**config.mk**
```make
export PLATFORM = sky130hd
export DESIGN_NAME = udp_app_tx_noc_out_flat
export DESIGN_NICKNAME = d
export VERILOG_FILES = /design/src/rtl/udp_app_tx_noc_out_if.sv /design/src/rtl/udp_app_tx_noc_out.sv /design/src/flat_wrapper.sv
export SDC_FILE = /design/constraint.sdc
export NUM_CORES = 1
export LEC_CHECK = 0
export ABC_AREA = 1
export BUFFER_PORTS_ARGS = -buffer_cell sky130_fd_sc_hd__buf_2
export CAP_MARGIN = 25
export CORE_AREA = 5 5 424 426
export DETAILED_ROUTE_END_ITERATION = 16
export DIE_AREA = 0 0 429 431
export PLACE_DENSITY = 0.3
export SETUP_SLACK_MARGIN = 0.5
export SYNTH_ARGS = -nofsm -noshare
export SYNTH_HDL_FRONTEND = slang
export SYNTH_SLANG_ARGS = --single-unit
```
**constraint.sdc**
```tcl
create_clock -name clk -period 4.1 [get_ports clk]
set_clock_uncertainty 0.05 [all_clocks]
set_input_delay 0 -clock clk [delete_from_list [all_inputs] [get_ports clk]]
set_output_delay 0 -clock clk [all_outputs]
set_load 0.01 [all_outputs]
```
**src/rtl/udp_app_tx_noc_out_if.sv**
```systemverilog
// Application-side transmit bundle: send request, payload stream, NoC flit output
// and the two error pulses of the app TX tile.
interface udp_app_tx_noc_out_if #(
   parameter int NOC_DATA_W = 512
);
   logic                  app_tx_hdr_val;
   logic [31:0]           app_tx_hdr_dst_ip;
   logic [15:0]           app_tx_hdr_dst_port;
   logic [15:0]           app_tx_hdr_len;
   logic                  app_tx_hdr_rdy;
   logic                  app_tx_data_val;
   logic [NOC_DATA_W-1:0] app_tx_data;
   logic                  app_tx_data_last;
   logic                  app_tx_data_rdy;
   logic [NOC_DATA_W-1:0] noc_data_out;
   logic                  noc_val_out;
   logic                  noc_rdy_in;
   logic                  len_err;
   logic                  last_err;

   // Application and router side.
   modport master (
      output app_tx_hdr_val, app_tx_hdr_dst_ip, app_tx_hdr_dst_port, app_tx_hdr_len,
      input  app_tx_hdr_rdy,
      output app_tx_data_val, app_tx_data, app_tx_data_last,
      input  app_tx_data_rdy,
      input  noc_data_out, noc_val_out,
      output noc_rdy_in,
      input  len_err, last_err
   );

   // Tile logic side.
   modport slave (
      input  app_tx_hdr_val, app_tx_hdr_dst_ip, app_tx_hdr_dst_port, app_tx_hdr_len,
      output app_tx_hdr_rdy,
      input  app_tx_data_val, app_tx_data, app_tx_data_last,
      output app_tx_data_rdy,
      output noc_data_out, noc_val_out,
      input  noc_rdy_in,
      output len_err, last_err
   );
endinterface

```
**src/rtl/udp_app_tx_noc_out.sv**
```systemverilog
// App TX tile: turns a send request plus payload stream into one NoC message
// (header flit, metadata flit, payload flits) addressed to the UDP TX tile.
module udp_app_tx_noc_out #(
   parameter int          NOC_DATA_W = 512,
   parameter int          XY_W       = 3,
   parameter int          SRC_X      = 3,
   parameter int          SRC_Y      = 0,
   parameter int          DST_X      = 2,
   parameter int          DST_Y      = 1,
   parameter logic [7:0]  MSG_TYPE   = 8'h11,
   parameter logic [31:0] SRC_IP     = 32'hc0000002,
   parameter logic [15:0] SRC_PORT   = 16'd60000
) (
   input  logic                   clk,
   input  logic                   rst,
   udp_app_tx_noc_out_if.slave    bus
);

   localparam int FLIT_BYTES = NOC_DATA_W / 8;
   localparam int BYTE_SH    = $clog2(FLIT_BYTES);
   localparam int MAX_DFLITS = 254;
   localparam int HDR_W      = 4 * XY_W + 16;
   localparam int META_W     = 112;

   typedef enum logic [1:0] {
      S_IDLE,
      S_HDR,
      S_META,
      S_DATA
   } state_t;

   state_t                r_state;
   state_t                w_state_nxt;
   logic [31:0]           r_dst_ip;
   logic [15:0]           r_dst_port;
   logic [15:0]           r_len;
   logic [7:0]            r_dflits;
   logic [7:0]            r_cnt;
   logic                  r_len_err;
   logic                  r_last_err;

   logic [16:0]           w_dflits_full;
   logic                  w_len_bad;
   logic                  w_hdr_rdy;
   logic                  w_req_fire;
   logic                  w_data_fire;
   logic                  w_final;
   logic                  w_last_bad;
   logic                  w_noc_val;
   logic [NOC_DATA_W-1:0] w_noc_data;
   logic                  w_data_rdy;

   // Ceiling division of the byte length by the flit size, kept 17 bits wide so
   // the oversize check can use the same value without overflow.
   function automatic logic [16:0] f_ceil_flits(input logic [15:0] len);
      return ({1'b0, len} + 17'(FLIT_BYTES - 1)) >> BYTE_SH;
   endfunction

   function automatic logic [NOC_DATA_W-1:0] f_hdr_flit(input logic [7:0] msg_len);
      logic [HDR_W-1:0] used;
      used = {XY_W'(DST_X), XY_W'(DST_Y), XY_W'(SRC_X), XY_W'(SRC_Y), msg_len, MSG_TYPE};
      return {used, {(NOC_DATA_W - HDR_W){1'b0}}};
   endfunction

   function automatic logic [NOC_DATA_W-1:0] f_meta_flit(input logic [31:0] dst_ip,
                                                          input logic [15:0] dst_port,
                                                          input logic [15:0] len);
      logic [META_W-1:0] used;
      used = {SRC_IP, dst_ip, SRC_PORT, dst_port, len};
      return {used, {(NOC_DATA_W - META_W){1'b0}}};
   endfunction

   assign w_dflits_full = f_ceil_flits(bus.app_tx_hdr_len);
   // More than 254 data flits would overflow the 8-bit msg_len field (1 + D).
   assign w_len_bad     = (w_dflits_full > 17'(MAX_DFLITS));
   assign w_hdr_rdy     = (r_state == S_IDLE) && !rst;
   assign w_req_fire    = w_hdr_rdy && bus.app_tx_hdr_val;
   assign w_data_fire   = (r_state == S_DATA) && bus.app_tx_data_val && bus.noc_rdy_in;
   assign w_final       = (r_cnt == (r_dflits - 8'd1));
   assign w_last_bad    = w_final ? !bus.app_tx_data_last : bus.app_tx_data_last;

   always_ff @(posedge clk) begin
      if (rst) begin
         r_state    <= S_IDLE;
         r_cnt      <= '0;
         r_len_err  <= 1'b0;
         r_last_err <= 1'b0;
      end else begin
         r_state    <= w_state_nxt;
         r_len_err  <= w_req_fire && w_len_bad;
         r_last_err <= w_data_fire && w_last_bad;
         if (r_state == S_META) begin
            r_cnt <= '0;
         end else if (w_data_fire) begin
            r_cnt <= r_cnt + 8'd1;
         end
      end
   end

   // Request fields are only meaningful once accepted, so they carry no reset.
   always_ff @(posedge clk) begin
      if (w_req_fire && !w_len_bad) begin
         r_dst_ip   <= bus.app_tx_hdr_dst_ip;
         r_dst_port <= bus.app_tx_hdr_dst_port;
         r_len      <= bus.app_tx_hdr_len;
         r_dflits   <= w_dflits_full[7:0];
      end
   end

   always_comb begin
      w_state_nxt = r_state;
      w_noc_val   = 1'b0;
      w_noc_data  = '0;
      w_data_rdy  = 1'b0;
      case (r_state)
         S_IDLE: begin
            if (w_req_fire && !w_len_bad) begin
               w_state_nxt = S_HDR;
            end
         end
         S_HDR: begin
            w_noc_val  = 1'b1;
            w_noc_data = f_hdr_flit(r_dflits + 8'd1);
            if (bus.noc_rdy_in) begin
               w_state_nxt = S_META;
            end
         end
         S_META: begin
            w_noc_val  = 1'b1;
            w_noc_data = f_meta_flit(r_dst_ip, r_dst_port, r_len);
            if (bus.noc_rdy_in) begin
               w_state_nxt = (r_dflits == 8'd0) ? S_IDLE : S_DATA;
            end
         end
         S_DATA: begin
            // Payload passes straight through; the computed flit count decides the end.
            w_noc_val  = bus.app_tx_data_val;
            w_noc_data = bus.app_tx_data;
            w_data_rdy = bus.noc_rdy_in;
            if (w_data_fire && w_final) begin
               w_state_nxt = S_IDLE;
            end
         end
         default: begin
            w_state_nxt = S_IDLE;
         end
      endcase
   end

   assign bus.app_tx_hdr_rdy  = w_hdr_rdy;
   assign bus.app_tx_data_rdy = w_data_rdy;
   assign bus.noc_val_out     = w_noc_val;
   assign bus.noc_data_out    = w_noc_data;
   assign bus.len_err         = r_len_err;
   assign bus.last_err        = r_last_err;

endmodule

```
**src/flat_wrapper.sv**
```systemverilog
// flat-port wrapper written by rule: the top's interface ports become plain ports
module udp_app_tx_noc_out_flat 
#(
   parameter int          NOC_DATA_W = 512,
   parameter int          XY_W       = 3,
   parameter int          SRC_X      = 3,
   parameter int          SRC_Y      = 0,
   parameter int          DST_X      = 2,
   parameter int          DST_Y      = 1,
   parameter logic [7:0]  MSG_TYPE   = 8'h11,
   parameter logic [31:0] SRC_IP     = 32'hc0000002,
   parameter logic [15:0] SRC_PORT   = 16'd60000
)
  (clk, rst, bus_app_tx_hdr_val, bus_app_tx_hdr_dst_ip, bus_app_tx_hdr_dst_port, bus_app_tx_hdr_len, bus_app_tx_hdr_rdy, bus_app_tx_data_val, bus_app_tx_data, bus_app_tx_data_last, bus_app_tx_data_rdy, bus_noc_data_out, bus_noc_val_out, bus_noc_rdy_in, bus_len_err, bus_last_err);
  udp_app_tx_noc_out_if #(.NOC_DATA_W(NOC_DATA_W)) bus_i ();
  input  logic clk;
  input  logic rst;
  input wire logic [$bits(bus_i.app_tx_hdr_val)-1:0] bus_app_tx_hdr_val;
  input wire logic [$bits(bus_i.app_tx_hdr_dst_ip)-1:0] bus_app_tx_hdr_dst_ip;
  input wire logic [$bits(bus_i.app_tx_hdr_dst_port)-1:0] bus_app_tx_hdr_dst_port;
  input wire logic [$bits(bus_i.app_tx_hdr_len)-1:0] bus_app_tx_hdr_len;
  output wire logic [$bits(bus_i.app_tx_hdr_rdy)-1:0] bus_app_tx_hdr_rdy;
  input wire logic [$bits(bus_i.app_tx_data_val)-1:0] bus_app_tx_data_val;
  input wire logic [$bits(bus_i.app_tx_data)-1:0] bus_app_tx_data;
  input wire logic [$bits(bus_i.app_tx_data_last)-1:0] bus_app_tx_data_last;
  output wire logic [$bits(bus_i.app_tx_data_rdy)-1:0] bus_app_tx_data_rdy;
  output wire logic [$bits(bus_i.noc_data_out)-1:0] bus_noc_data_out;
  output wire logic [$bits(bus_i.noc_val_out)-1:0] bus_noc_val_out;
  input wire logic [$bits(bus_i.noc_rdy_in)-1:0] bus_noc_rdy_in;
  output wire logic [$bits(bus_i.len_err)-1:0] bus_len_err;
  output wire logic [$bits(bus_i.last_err)-1:0] bus_last_err;
  assign bus_i.app_tx_hdr_val = bus_app_tx_hdr_val;
  assign bus_i.app_tx_hdr_dst_ip = bus_app_tx_hdr_dst_ip;
  assign bus_i.app_tx_hdr_dst_port = bus_app_tx_hdr_dst_port;
  assign bus_i.app_tx_hdr_len = bus_app_tx_hdr_len;
  assign bus_app_tx_hdr_rdy = bus_i.app_tx_hdr_rdy;
  assign bus_i.app_tx_data_val = bus_app_tx_data_val;
  assign bus_i.app_tx_data = bus_app_tx_data;
  assign bus_i.app_tx_data_last = bus_app_tx_data_last;
  assign bus_app_tx_data_rdy = bus_i.app_tx_data_rdy;
  assign bus_noc_data_out = bus_i.noc_data_out;
  assign bus_noc_val_out = bus_i.noc_val_out;
  assign bus_i.noc_rdy_in = bus_noc_rdy_in;
  assign bus_len_err = bus_i.len_err;
  assign bus_last_err = bus_i.last_err;
  udp_app_tx_noc_out #(.NOC_DATA_W(NOC_DATA_W), .XY_W(XY_W), .SRC_X(SRC_X), .SRC_Y(SRC_Y), .DST_X(DST_X), .DST_Y(DST_Y), .MSG_TYPE(MSG_TYPE), .SRC_IP(SRC_IP), .SRC_PORT(SRC_PORT)) u_core (.clk(clk), .rst(rst), .bus(bus_i));
endmodule
```
Word level (Yosys, flattened, before mapping)
Cells that the tools add are included.
W data, S select, Z words.
- output and inout port bits: 517
- register bits after elaboration: 84
- bits of input ports: 582
- reductions and logical operators: 16
- equal/unequal tests: 8
- add/subtract/negate cells: 4
- muxes and demuxes: 10
- order comparisons: 1
- operator list (operator ; count):
    $pmux W512 S3 ; 1
    $add A16 B6 Y17 const B ; 1
    $add A8 B1 Y8 const B ; 2
    $gt A11 B8 Y1 const B ; 1
    $mux W2 ; 5
    $eq A8 B8 Y1 ; 1
    $logic_and A1 B1 Y1 ; 8
    $logic_not A8 Y1 ; 1
    $ne A2 B2 Y1 const B ; 4
    $pmux W2 S4 ; 1
    $sub A8 B1 Y8 const B ; 1
    $eq A2 B2 Y1 const B ; 2
    $reduce_and A4 Y1 ; 1
    $reduce_or A2 Y1 ; 2
    $logic_not A1 Y1 ; 3
    $eq A2 B1 Y1 const B ; 1
    $logic_not A2 Y1 ; 1
    $mux W1 ; 2
    $pmux W1 S2 ; 1

Depth between registers and ports, before layout
- depth after elaboration: 6
- gate-level depth with buffers: 14
- gate-level depth less buffers: 14

Worst setup path before layout
Ideal clock, no wire load.
- kind: register -> register
- from: reg u_core.r_state[1]
- to: reg u_core.r_dflits[0], enable pin
- stages on the path, launching flop included: 10
- slack: 963 ps
- period minus slack after synthesis: 3137 ps
- setup time: 426 ps
- arrival: 2661 ps
- cells stage by stage: dfxtp_1 clkbuf_1 inv_1 ha_1 inv_1 nor2_1 nand2_1 inv_1 nand3_1 inv_1
- word-level cells in the longest chain between the ends: 4
- ends and longest elaborated chain (item ; RTL line ; source):
    from (decl) ; udp_app_tx_noc_out.sv:32 ; state_t r_state;
    from (signal assigned) ; udp_app_tx_noc_out.sv:89 ; r_state <= w_state_nxt;
    $logic_not A2 Y1 ; udp_app_tx_noc_out.sv:76 ; assign w_hdr_rdy = (r_state == S_IDLE) && !rst;
    $logic_and A1 B1 Y1 ; udp_app_tx_noc_out.sv:76 ;
    net bus_app_tx_hdr_rdy ; flat_wrapper.sv:22 ; output wire logic [$bits(bus_i.app_tx_hdr_rdy)-1:0] bus_app_tx_hdr_rdy;
    $logic_and A1 B1 Y1 ; udp_app_tx_noc_out.sv:77 ; assign w_req_fire = w_hdr_rdy && bus.app_tx_hdr_val;
    $logic_and A1 B1 Y1 ; udp_app_tx_noc_out.sv:102 ; if (w_req_fire && !w_len_bad) begin
    to (signal assigned) ; udp_app_tx_noc_out.sv:106 ; r_dflits <= w_dflits_full[7:0];
    to (decl) ; udp_app_tx_noc_out.sv:37 ; logic [7:0] r_dflits;
The timed path passes the listed nets, and every way through them passes these cells.
A chain may end at the register's enable or synchronous reset.

Worst setup path in the final report
- from: reg u_core.r_state[0]
- to: out bus_noc_data_out[423]
- word-level cells in the longest chain between the ends: 2
- ends and longest elaborated chain (item ; RTL line ; source):
    $eq A2 B2 Y1 / $eq A2 B1 Y1 (equally long branches) ; udp_app_tx_noc_out.sv:115 ; case (r_state)
    $pmux W512 S3 * ; udp_app_tx_noc_out.sv:115 ;
    to (decl) ; flat_wrapper.sv:27 ; output wire logic [$bits(bus_i.noc_data_out)-1:0] bus_noc_data_out;
Every way passes the cells marked *; elsewhere a longest branch is shown, timed or not.

==> impl_metrics.env <==
export IMPL_yosysWarnings=0
export IMPL_setup_viol_count_final=0
export IMPL_finalCritPeriodShare_pct=70.5
export IMPL_grt_pass1_vias=12900
export IMPL_numCtsBuffers=9
export IMPL_synthSimpleGateAreaFrac_pct=35.6
export IMPL_cts_resized=0
export IMPL_worst_slew_pin_slew_ps=937
export IMPL_routed_via_density=2.73
export IMPL_cts_root_buf="clkbuf_16"
export IMPL_drv_slew=0
export IMPL_antenna_found_initial=190
export IMPL_synth_top_family_by_area="simple AND/OR/NAND/NOR gates"
export IMPL_htreeDepth=3
export IMPL_setup_slack_ps=1210
export IMPL_avgSynthCellArea_sq_um=5.40
export IMPL_slew_headroom_pct=37.5
export IMPL_clkTransAtPathRegs_ps=70
export IMPL_min_delay_start="bus_noc_rdy_in"
export IMPL_path_class="reg -> out"
export IMPL_antenna_left=0
export IMPL_p_leak_nw=11.7
export IMPL_cts_tree="done"
export IMPL_gp_congestion=0.958
export IMPL_fp_dieW_um=429
export IMPL_io_pins=1099
export IMPL_max_clock_path_buffers=2
export IMPL_portBuffers=1098
export IMPL_fill_cells=20900
export IMPL_track_usage_pct=10.6
export IMPL_core_sq_um=175000
export IMPL_cts_sinks=84
export IMPL_setup_tns_ps=0
export IMPL_num_rows=154
export IMPL_whs_ps=80.9
export IMPL_cp_max_fo=68
export IMPL_drc_errors=0
export IMPL_dieArea_sq_um=185000
export IMPL_hold_buffers=69
export IMPL_clock_latency_ps=370
export IMPL_max_freq_mhz=346
export IMPL_die_h_um=431
export IMPL_worst_setup_path_start_kind="flip-flop"
export IMPL_synth_ff_type="edfxtp_1"
export IMPL_synth_xor_area_share_pct=0.663
export IMPL_final_hold_violation_count=0
export IMPL_drt_total_wl_um=105000
export IMPL_syn_cell_area_sq_um=7930
export IMPL_muxShareOfSynthArea_pct=0
export IMPL_post_cts_setup_buffers=0
export IMPL_drt_first_iter_violations=607
export IMPL_areaGrowthSynthToFinish_pct=118
export IMPL_hold_class="in -> reg"
export IMPL_rsz0062_at_grt="false"
export IMPL_drive_gt1_share_pct=43.8
export IMPL_grt_pass1_wl_um=130000
export IMPL_ir_worst_vdd_mv=0.175
export IMPL_synth_nets=2057
export IMPL_post_drt_wl_per_cell_um=21.2
export IMPL_dp_slack_ps=1360
export IMPL_vias=13500
export IMPL_grt_overflow=0
export IMPL_synth_compound_area_share_pct=6.52
export IMPL_required_ps=4050
export IMPL_critPathCaptureType="output port"
export IMPL_nets=3170
export IMPL_synth_async_reset_ratio_pct=0
export IMPL_critPathLaunch="u_core.r_state[0]"
export IMPL_start_util_pct=4.52
export IMPL_layout_min_cycle_time_ps=2890
export IMPL_grt_max_degree=149
export IMPL_synth_distinct_cells=24
export IMPL_ys_ff_latch=84
export IMPL_synth_edff_count=72
export IMPL_fin_util_pct=9.85
export IMPL_synth_fa_ha_area_share_pct=1.26
export IMPL_status="finished, final reports clean"
export IMPL_dpl_hpwl_um=96400
export IMPL_dr_pass1_iters=5
export IMPL_cp_arrival_ps=2840
export IMPL_synth_seq_area_share_pct=30.3
export IMPL_reg2reg_from="u_core.r_state[0]"
export IMPL_power_density_nw_per_um2=181
export IMPL_syn_inst=1467
export IMPL_max_cap_viol_count=0
## power breakdown
| group | internal, W | total (W) | switching [W] | leakage, nW |
|---|---|---|---|---|
| clock | 0.000435 | 0.000868 | 0.000433 | 0.149 |
| sequential | 0.000969 | 0.00101 | 0.0000439 | 0.750 |
| combinational | 0.000451 | 0.00124 | 0.000793 | 10.8 |
| total | 0.00185 | 0.00313 | 0.00127 | 11.7 |
## final timing paths
| path | endpoint | slack, ps | cells past startpoint |
|---|---|---|---|
| setup / recovery | bus_noc_data_out[423] | 1210 | 5 |
| hold / removal | u_core.r_state[1] | 80 | 5 |
| setup reg to reg | u_core.r_len[10] | 1450 | 9 |
| hold reg to reg | u_core.r_cnt[6] | 490 | 2 |
## critical path, cell delays in order, from the launching register on
cell and delay (ps):
dfxtp_1 530, inv_1 310, ha_4 790, nand2_1 100, a21oi_1 490, buf_2 230
## through the flow
| step | instance area (sq um) | cells | total power (W) |
|---|---|---|---|
| 4_1_cts | 17200 | 4924 | 0.00321 |
| 6_report | 17300 | 4937 | 0.00313 |
| 5_1_grt | 17300 | 4934 | 0.00336 |
| 2_1_floorplan | 7930 | 1467 | 0.00146 |
| 3_5_place_dp | 16200 | 4839 | 0.00223 |
| 3_3_place_gp | 16200 | 4839 | 0.00224 |
## layout make-up
| class | count | area, sq um | area share, % |
|---|---|---|---|
| timing repair buffer | 1176 | 6320 | 36.6 |
| clock buffer | 9 | 225 | 1.30 |
| tap | 2340 | 2930 | 17.0 |
| multi-input combinational | 841 | 3530 | 20.4 |
| sequential | 84 | 2400 | 13.9 |
| antenna | 12 | 30.0 | 0.174 |
| clock inverter | 7 | 76.3 | 0.442 |
| inverter | 468 | 1760 | 10.2 |
## synthesized netlist by cell type, types with 2 or more instances
library cell	number	area share, %
nand2_1	636	30
inv_1	468	22
a21oi_1	89	5.6
edfxtp_1	72	27
clkbuf_1	66	3.1
nand3_1	38	2.4
nor2_1	32	1.5
dfxtp_1	12	3.0
o21ai_0	11	0.69
ha_1	8	1.3
buf_1	7	0.33
nor2_2	4	0.32
nor3_1	4	0.25
xor2_1	4	0.44
nand4_1	3	0.24
nor3b_1	3	0.28
and3_1	2	0.16
xnor2_1	2	0.22
## state kept, by name (all words and copies together) (netlist names)
name                 count
u_core.bus.last_err      1
u_core.bus.len_err       1
u_core.r_cnt             8
u_core.r_dflits          8
u_core.r_dst_ip         32
u_core.r_dst_port       16
u_core.r_len            16
u_core.r_state           2
## cell usage in the layout, fill, tap and decap left out
cell           instances
and3_1                 2
o21a_1                 1
dlygate4sd3_1         69
buf_4                  4
nor2_1                32
nand2_1              636
xnor2_1                2
nand3_1               38
inv_8                  3
nor4_1                 1
a21oi_2                1
nor3b_1                3
inv_1                467
o21ai_0               11
inv_6                  2
edfxtp_1              72
inv_4                  1
clkinv_4               1
a21oi_1               89
clkinv_8               1
ha_4                   3
diode_2               12
nor2_2                 4
nand4_1                3
dfxtp_1               12
nor3_1                 4
xor2_1                 4
buf_12                 5
and2_1                 1
nor2_4                 1
clkbuf_16              9
buf_2               1098
ha_1                   5
## layer usage
layer	global-route usage (%)	vias up	share of wire, %
met5	0	-	0.052
met4	1.87	8	2.6
met3	4.80	352	11
met2	19.6	884	51
met1	11.1	5894	36
li1	-	6351	-
## kinds of logic (layout without fill, tap and decap cells)
family          count (synthesis)  in the layout
simple gates                  725            725
buf+inv                       542           1660
compound gates                102            102
flops                          84             84
fa+ha+maj                       8              8
xor+xnor                        6              6
other cells                     0             12
No activity file was read; power rests on OpenSTA's default activity.
